File: src/rtl/mcb_cmd_arbiter.sv
// Two-port MCB command arbiter: port 0 (VGA reader) has priority over port 1 (sprite writer).
// Optional anti-starvation guard for port 1 is enabled by defining MCB_ARB_STARVE_GUARD_EN.
module mcb_cmd_arbiter #(
  parameter int AddrWidth   = 30,
  parameter int StarveLimit = 4
) (
  input  logic                 Clk,
  input  logic                 Rst,
  input  logic                 calib_done,
  input  logic                 p0_req,
  input  logic [2:0]           p0_instr,
  input  logic [5:0]           p0_bl,
  input  logic [AddrWidth-1:0] p0_addr,
  output logic                 p0_ack,
  input  logic                 p1_req,
  input  logic [2:0]           p1_instr,
  input  logic [5:0]           p1_bl,
  input  logic [AddrWidth-1:0] p1_addr,
  output logic                 p1_ack,
  output logic                 cmd_clk,
  output logic                 cmd_en,
  output logic [2:0]           cmd_instr,
  output logic [5:0]           cmd_bl,
  output logic [AddrWidth-1:0] cmd_byte_addr,
  input  logic                 cmd_full,
  output logic                 last_grant
);

  typedef enum logic [1:0] {
    ST_IDLE  = 2'd0,
    ST_ISSUE = 2'd1,
    ST_GAP   = 2'd2
  } state_e;

  state_e               state_q, state_d;
  logic                 cmd_en_q, cmd_en_d;
  logic                 p0_ack_q, p0_ack_d;
  logic                 p1_ack_q, p1_ack_d;
  logic                 last_grant_q, last_grant_d;
  logic [2:0]           cmd_instr_q, cmd_instr_d;
  logic [5:0]           cmd_bl_q, cmd_bl_d;
  logic [AddrWidth-1:0] cmd_addr_q, cmd_addr_d;

  logic can_grant;
  logic grant_fire;
  logic force_p1;
  logic win_p1;

  assign can_grant  = calib_done && !cmd_full && (p0_req || p1_req);
  assign grant_fire = (state_q == ST_IDLE) && can_grant;
  assign win_p1     = p1_req && (!p0_req || force_p1);

`ifdef MCB_ARB_STARVE_GUARD_EN
  localparam int StreakW = $clog2(StarveLimit + 1);
  localparam logic [StreakW-1:0] StreakMax = StreakW'(StarveLimit);

  logic [StreakW-1:0] streak_q, streak_d;

  assign force_p1 = (streak_q == StreakMax);

  // Streak counts port-0 wins taken while port 1 was waiting.
  always_comb begin
    streak_d = streak_q;
    if (grant_fire) begin
      if (win_p1 || !p1_req) begin
        streak_d = '0;
      end else if (streak_q != StreakMax) begin
        streak_d = streak_q + 1'b1;
      end
    end
  end

  always_ff @(posedge Clk or negedge Rst) begin
    if (!Rst) begin
      streak_q <= '0;
    end else begin
      streak_q <= streak_d;
    end
  end
`else
  assign force_p1 = 1'b0;
`endif

  always_comb begin
    // NOTE: every signal gets a default before the case so no path leaves it unassigned (no latches).
    state_d      = state_q;
    cmd_en_d     = 1'b0;
    p0_ack_d     = 1'b0;
    p1_ack_d     = 1'b0;
    last_grant_d = last_grant_q;
    cmd_instr_d  = cmd_instr_q;
    cmd_bl_d     = cmd_bl_q;
    cmd_addr_d   = cmd_addr_q;
    unique case (state_q)
      ST_IDLE: begin
        if (grant_fire) begin
          state_d      = ST_ISSUE;
          cmd_en_d     = 1'b1;
          p0_ack_d     = !win_p1;
          p1_ack_d     = win_p1;
          last_grant_d = win_p1;
          cmd_instr_d  = win_p1 ? p1_instr : p0_instr;
          cmd_bl_d     = win_p1 ? p1_bl    : p0_bl;
          cmd_addr_d   = win_p1 ? p1_addr  : p0_addr;
        end
      end
      ST_ISSUE: state_d = ST_GAP;
      // Requests are ignored here so the requester can drop them after its ack.
      ST_GAP:   state_d = ST_IDLE;
      default:  state_d = ST_IDLE;
    endcase
  end

  always_ff @(posedge Clk or negedge Rst) begin
    // NOTE: sequential state uses non-blocking assignments so all flops update from pre-edge values.
    if (!Rst) begin
      state_q      <= ST_IDLE;
      cmd_en_q     <= 1'b0;
      p0_ack_q     <= 1'b0;
      p1_ack_q     <= 1'b0;
      last_grant_q <= 1'b0;
      cmd_instr_q  <= '0;
      cmd_bl_q     <= '0;
      cmd_addr_q   <= '0;
    end else begin
      state_q      <= state_d;
      cmd_en_q     <= cmd_en_d;
      p0_ack_q     <= p0_ack_d;
      p1_ack_q     <= p1_ack_d;
      last_grant_q <= last_grant_d;
      cmd_instr_q  <= cmd_instr_d;
      cmd_bl_q     <= cmd_bl_d;
      cmd_addr_q   <= cmd_addr_d;
    end
  end

  assign cmd_clk       = Clk;
  assign cmd_en        = cmd_en_q;
  assign p0_ack        = p0_ack_q;
  assign p1_ack        = p1_ack_q;
  assign last_grant    = last_grant_q;
  assign cmd_instr     = cmd_instr_q;
  assign cmd_bl        = cmd_bl_q;
  assign cmd_byte_addr = cmd_addr_q;

endmodule

File: config.mk
export PLATFORM = sky130hd
export DESIGN_NAME = mcb_cmd_arbiter
export DESIGN_NICKNAME = d
export VERILOG_FILES = /design/src/rtl/mcb_cmd_arbiter.sv
export SDC_FILE = /design/constraint.sdc
export NUM_CORES = 1
export LEC_CHECK = 0
export ABC_AREA = 1
export BUFFER_PORTS_ARGS = -buffer_cell sky130_fd_sc_hd__buf_2
export CORE_MARGIN = 4
export CORE_UTILIZATION = 35
export CTS_BUF_LIST = sky130_fd_sc_hd__clkbuf_8
export DETAILED_ROUTE_END_ITERATION = 16
export HOLD_SLACK_MARGIN = 0.15
export PLACE_DENSITY = 0.75
export SETUP_SLACK_MARGIN = 0.1
export SLEW_MARGIN = 20
export SYNTH_ARGS = -nofsm -noshare
export SYNTH_HDL_FRONTEND = slang
export SYNTH_SLANG_ARGS = --single-unit
File: constraint.sdc
create_clock -name Clk -period 1.2 [get_ports Clk]
set_input_delay 0.12 -clock Clk [delete_from_list [all_inputs] [get_ports Clk]]
set_output_delay 0.12 -clock Clk [all_outputs]
set_load 0.01 [all_outputs]
======== Word-level counts from Yosys, hierarchy flattened ========
Cells that the tools add are included.
storage, ports and cells
  bits in registers ....................... 45
  input port bits ......................... 84
cells by class
  multiplexer cells ....................... 11
  reductions and logical operators ........ 10
  equality and inequality tests ........... 2
operators with widths
  kind                                            count
  two-way mux 30 bit                              1
  two-way mux 1 bit                               6
  two-way mux 6 bit                               1
  logical AND 1 bit                               4
  case mux 2 bit (2 select lines)                 1
  logical NOT 1 bit                               3
  two-way mux 3 bit                               1
  == test 2 x 1 -> 1 bit (second input constant)  1
  logical NOT 2 bit                               1
  two-way mux 2 bit                               1
  inequality test 2 bit (second input constant)   1
  AND reduction 2 bit                             1
  logical OR 1 bit                                1

======== Longest topological paths before layout ========
  depth in word-level cells ............... 6
  mapped depth ............................ 8
  gate-level depth less buffers ........... 6

==> flow_metrics.py <==
metrics = {
    "yosys": {
        "yosys.area_share.xor_xnor_pct": 0,
        "synth-seq-cells": 45,
        "synth_compound_area_share_pct": 0,
        "synth_top_family_by_area": "simple AND/OR/NAND/NOR gates",
        "ys_types": 11,
        "syn_nets": 400,
        "seq_area_frac_synth_pct": 51.52,
        "ys_warn_count": 0,
        "synth_cells": 316,
        "synth_area_sq_mm": 0.002186,
        "yosys-mux-area-fraction_pct": 0,
        "synthSimpleGateAreaFrac_pct": 42.87,
        "synth_area_per_cell_sq_um": 6.917,
        "yosys.area_share.adder_pct": 0,
    },
    "die": {
        "die_height_microns": 87.03,
        "io-pin-count": 128,
        "dieArea_sq_mm": 0.007573,
        "coreArea_sq_mm": 0.005991,
        "die_x_microns": 87.03,
        "row_count": 28,
        "start_util_pct": 36.49,
    },
    "setup_path": {
        "cpPeakStageDelay_ns": 0.41,
        "crit_path_top_delay_cell": "dfrtp_1",
        "worst_setup_path_end_kind": "register",
        "critPathMaxFanout": 21,
        "cp.arrival_ns": 1.47,
        "cp_top_family": "simple AND/OR/NAND/NOR gates",
        "r2r_start": "state_q[0]",
        "path_class": "reg -> reg",
        "cp-startpoint": "state_q[0]",
        "cp.required_ns": 1.53,
        "worst_setup_path_start_kind": "register",
        "critical_path_buf_inv_count": 2,
        "worstPathCellList": "nor2_4 -> inv_2 -> nor2_4 -> buf_12 -> nand2_1 -> nand2_1",
    },
    "timing": {
        "min_period_ns": 1.137,
        "rsz0062_at_grt": "true",
        "final_max_slew_viol_count": 0,
        "slew_headroom_pct": 81.12,
        "tightestPinTransition_ns": 0.2831,
        "skew_ns": 0.004917,
        "finalCritPeriodShare_pct": 94.75,
        "setup_viol": 0,
        "fmax_mhz": 879.5,
        "hold_viol": 0,
    },
    "pwr": {
        "p_sw_share_pct": 28.96,
        "p_per_area_mw_per_mm2": 1218,
        "power_frac_seq_pct": 40.6,
        "clock_power_share_pct": 30.1,
        "p_int_mw": 3.427,
        "max-vdd-ir-drop_mv": 0.5949,
        "power_leakage_nw": 2.344,
        "p_comb_share_pct": 29.3,
        "p_switching_mw": 1.397,
    },
    "place": {
        "io_buffers": 127,
        "gp_congestion": 0.7190,
        "dp_cells": 511,
        "place_hpwl_microns": 4357,
    },
    "route": {
        "drtPass1Iterations": 6,
        "via_per_inst": 4.438,
        "ant_nets": 0,
        "drt-initial-drc-count": 71,
        "num_vias": 2698,
        "drc": 0,
        "wl_microns": 7609,
        "wire_per_inst_microns": 12.51,
    },
    "grt": {
        "grt_usage_pct": 21.20,
        "busiest_layer": "met2",
        "grt_pass1_wl_microns": 12520,
        "use_met2_pct": 37.75,
        "grt_pass1_vias": 2800,
        "globalRouteMet1Util_pct": 23.13,
        "grt_remaining_overflow": 0,
        "grt_max_degree": 46,
        "antenna_found_initial": 0,
        "use_met3_pct": 6.055,
    },
    "final_layout": {
        "final_cells": 608,
        "areaGrowthSynthToFinish_pct": 81.23,
        "n_antenna_cell": 0,
        "final_util_pct": 66.12,
        "final_nets": 616,
        "layout-drive-gt1-share_pct": 29.83,
    },
    "run_status": {
        "status": "completed",
    },
    "clock_network": {
        "cts_tree": "done",
        "clkLatencyLatePin_ns": 0.39,
        "cts.reportedPaths.clkPinSlew_ns": 0.08,
    },
    "hold_path": {
        "min_from": "cmd_full",
        "hp-class": "in -> reg",
    },
    "flow_run": {
        "cap_viol_max_count": 0,
    },
}
flip-flops by register name (all words and copies together), names as in the netlist:
name,cells
cmd_byte_addr,30
cmd_bl,6
cmd_instr,3
state_q,2
cmd_en,1
last_grant,1
p0_ack,1
p1_ack,1
synthesized netlist by cell type:
cell      instances  area share (%)
nand3_1           1            0.23
dfrtp_1          45              52
nor2_2            1            0.29
nor2_1            6             1.0
nand2_1         239              41
clkbuf_1          2            0.34
nand4_1           1            0.29
buf_2             8             1.8
buf_4             7             2.4
inv_2             3            0.52
inv_1             3            0.52
power by group through the flow:
| stage | logic, mW | registers [mW] | clock network, mW |
|---|---|---|---|
| floorplan | 0.423 | 2.12 | 0.0687 |
| global placement | 1.12 | 1.98 | 0.0504 |
| detailed placement | 1.15 | 1.98 | 0.0504 |
| CTS | 1.36 | 1.95 | 1.50 |
| global route | 1.57 | 1.99 | 1.57 |
| finish | 1.41 | 1.96 | 1.45 |
cells in the final DEF (no fill, tap or decap):
cell type      count
nor2_2             1
buf_6              2
bufinv_16          1
nand4_1            1
buf_12             3
buf_4             10
nand3_2            1
nand2_1          239
inv_1              4
dfrtp_1           45
nor2_4             2
nor2_1             4
inv_2              3
dlygate4sd3_1     81
buf_2            127
clkbuf_8           9
kinds of logic after synthesis:
group,after synthesis
simple gates,248
flops,45
buf+inv,23
layer usage:
layer	wire length, microns	vias to the layer above
li1	-	1361
met1	2830	1204
met2	3990	109
met3	533	24
met4	256	0
met5	0	-
worst paths after layout:
check,to,slack (ns),cells after the start
setup / recovery,cmd_byte_addr[20],0.06,6
hold / removal,p1_ack,0.16,5
setup reg to reg,cmd_byte_addr[20],0.06,6
hold reg to reg,last_grant,0.47,2
max in group asynchronous,cmd_byte_addr[20],0.74,3
min in group asynchronous,cmd_en,0.24,3
cell type report:
| type | instances | area [sq um] |
|---|---|---|
| inverters | 6 | 22.52 |
| well taps | 75 | 93.84 |
| clock inverters | 2 | 33.78 |
| flip-flops and latches | 45 | 1126 |
| multi-input cells | 248 | 957.2 |
| clock buffers | 10 | 128.9 |
| fillers | 491 | 2029 |
| repair buffers | 222 | 1599 |
metrics by stage:
step                      area [sq um]  total power, mW  setup slack [ns]  hold WS [ns]  TNS, ns
final                             3961            4.824           0.06298        0.1565        0
after global routing              3961            5.131          -0.03013        0.1685  -0.4363
after CTS                         3924            4.812           0.04775        0.1506        0
after detailed placement          2940            3.179          -0.02917        0.1215  -0.5352
after global placement            2940            3.147           0.03039        0.1117        0
after floorplan                   2186            2.609            0.1140       -0.1756        0
tightest hold or removal path, stage by stage:
cell and delay [ns]:
buf_2 0.08, nor2_1 0.05, buf_4 0.13, nand4_1 0.10, inv_1 0.04
repair_timing:
item,in CTS,in global routing
gates resized for setup,4,0
endpoints found under the setup margin,42,45
hold buffers,81,0
hold endpoints to repair,86,0
setup buffers,0,5
Note: power is estimated with default switching activity, not from simulation.
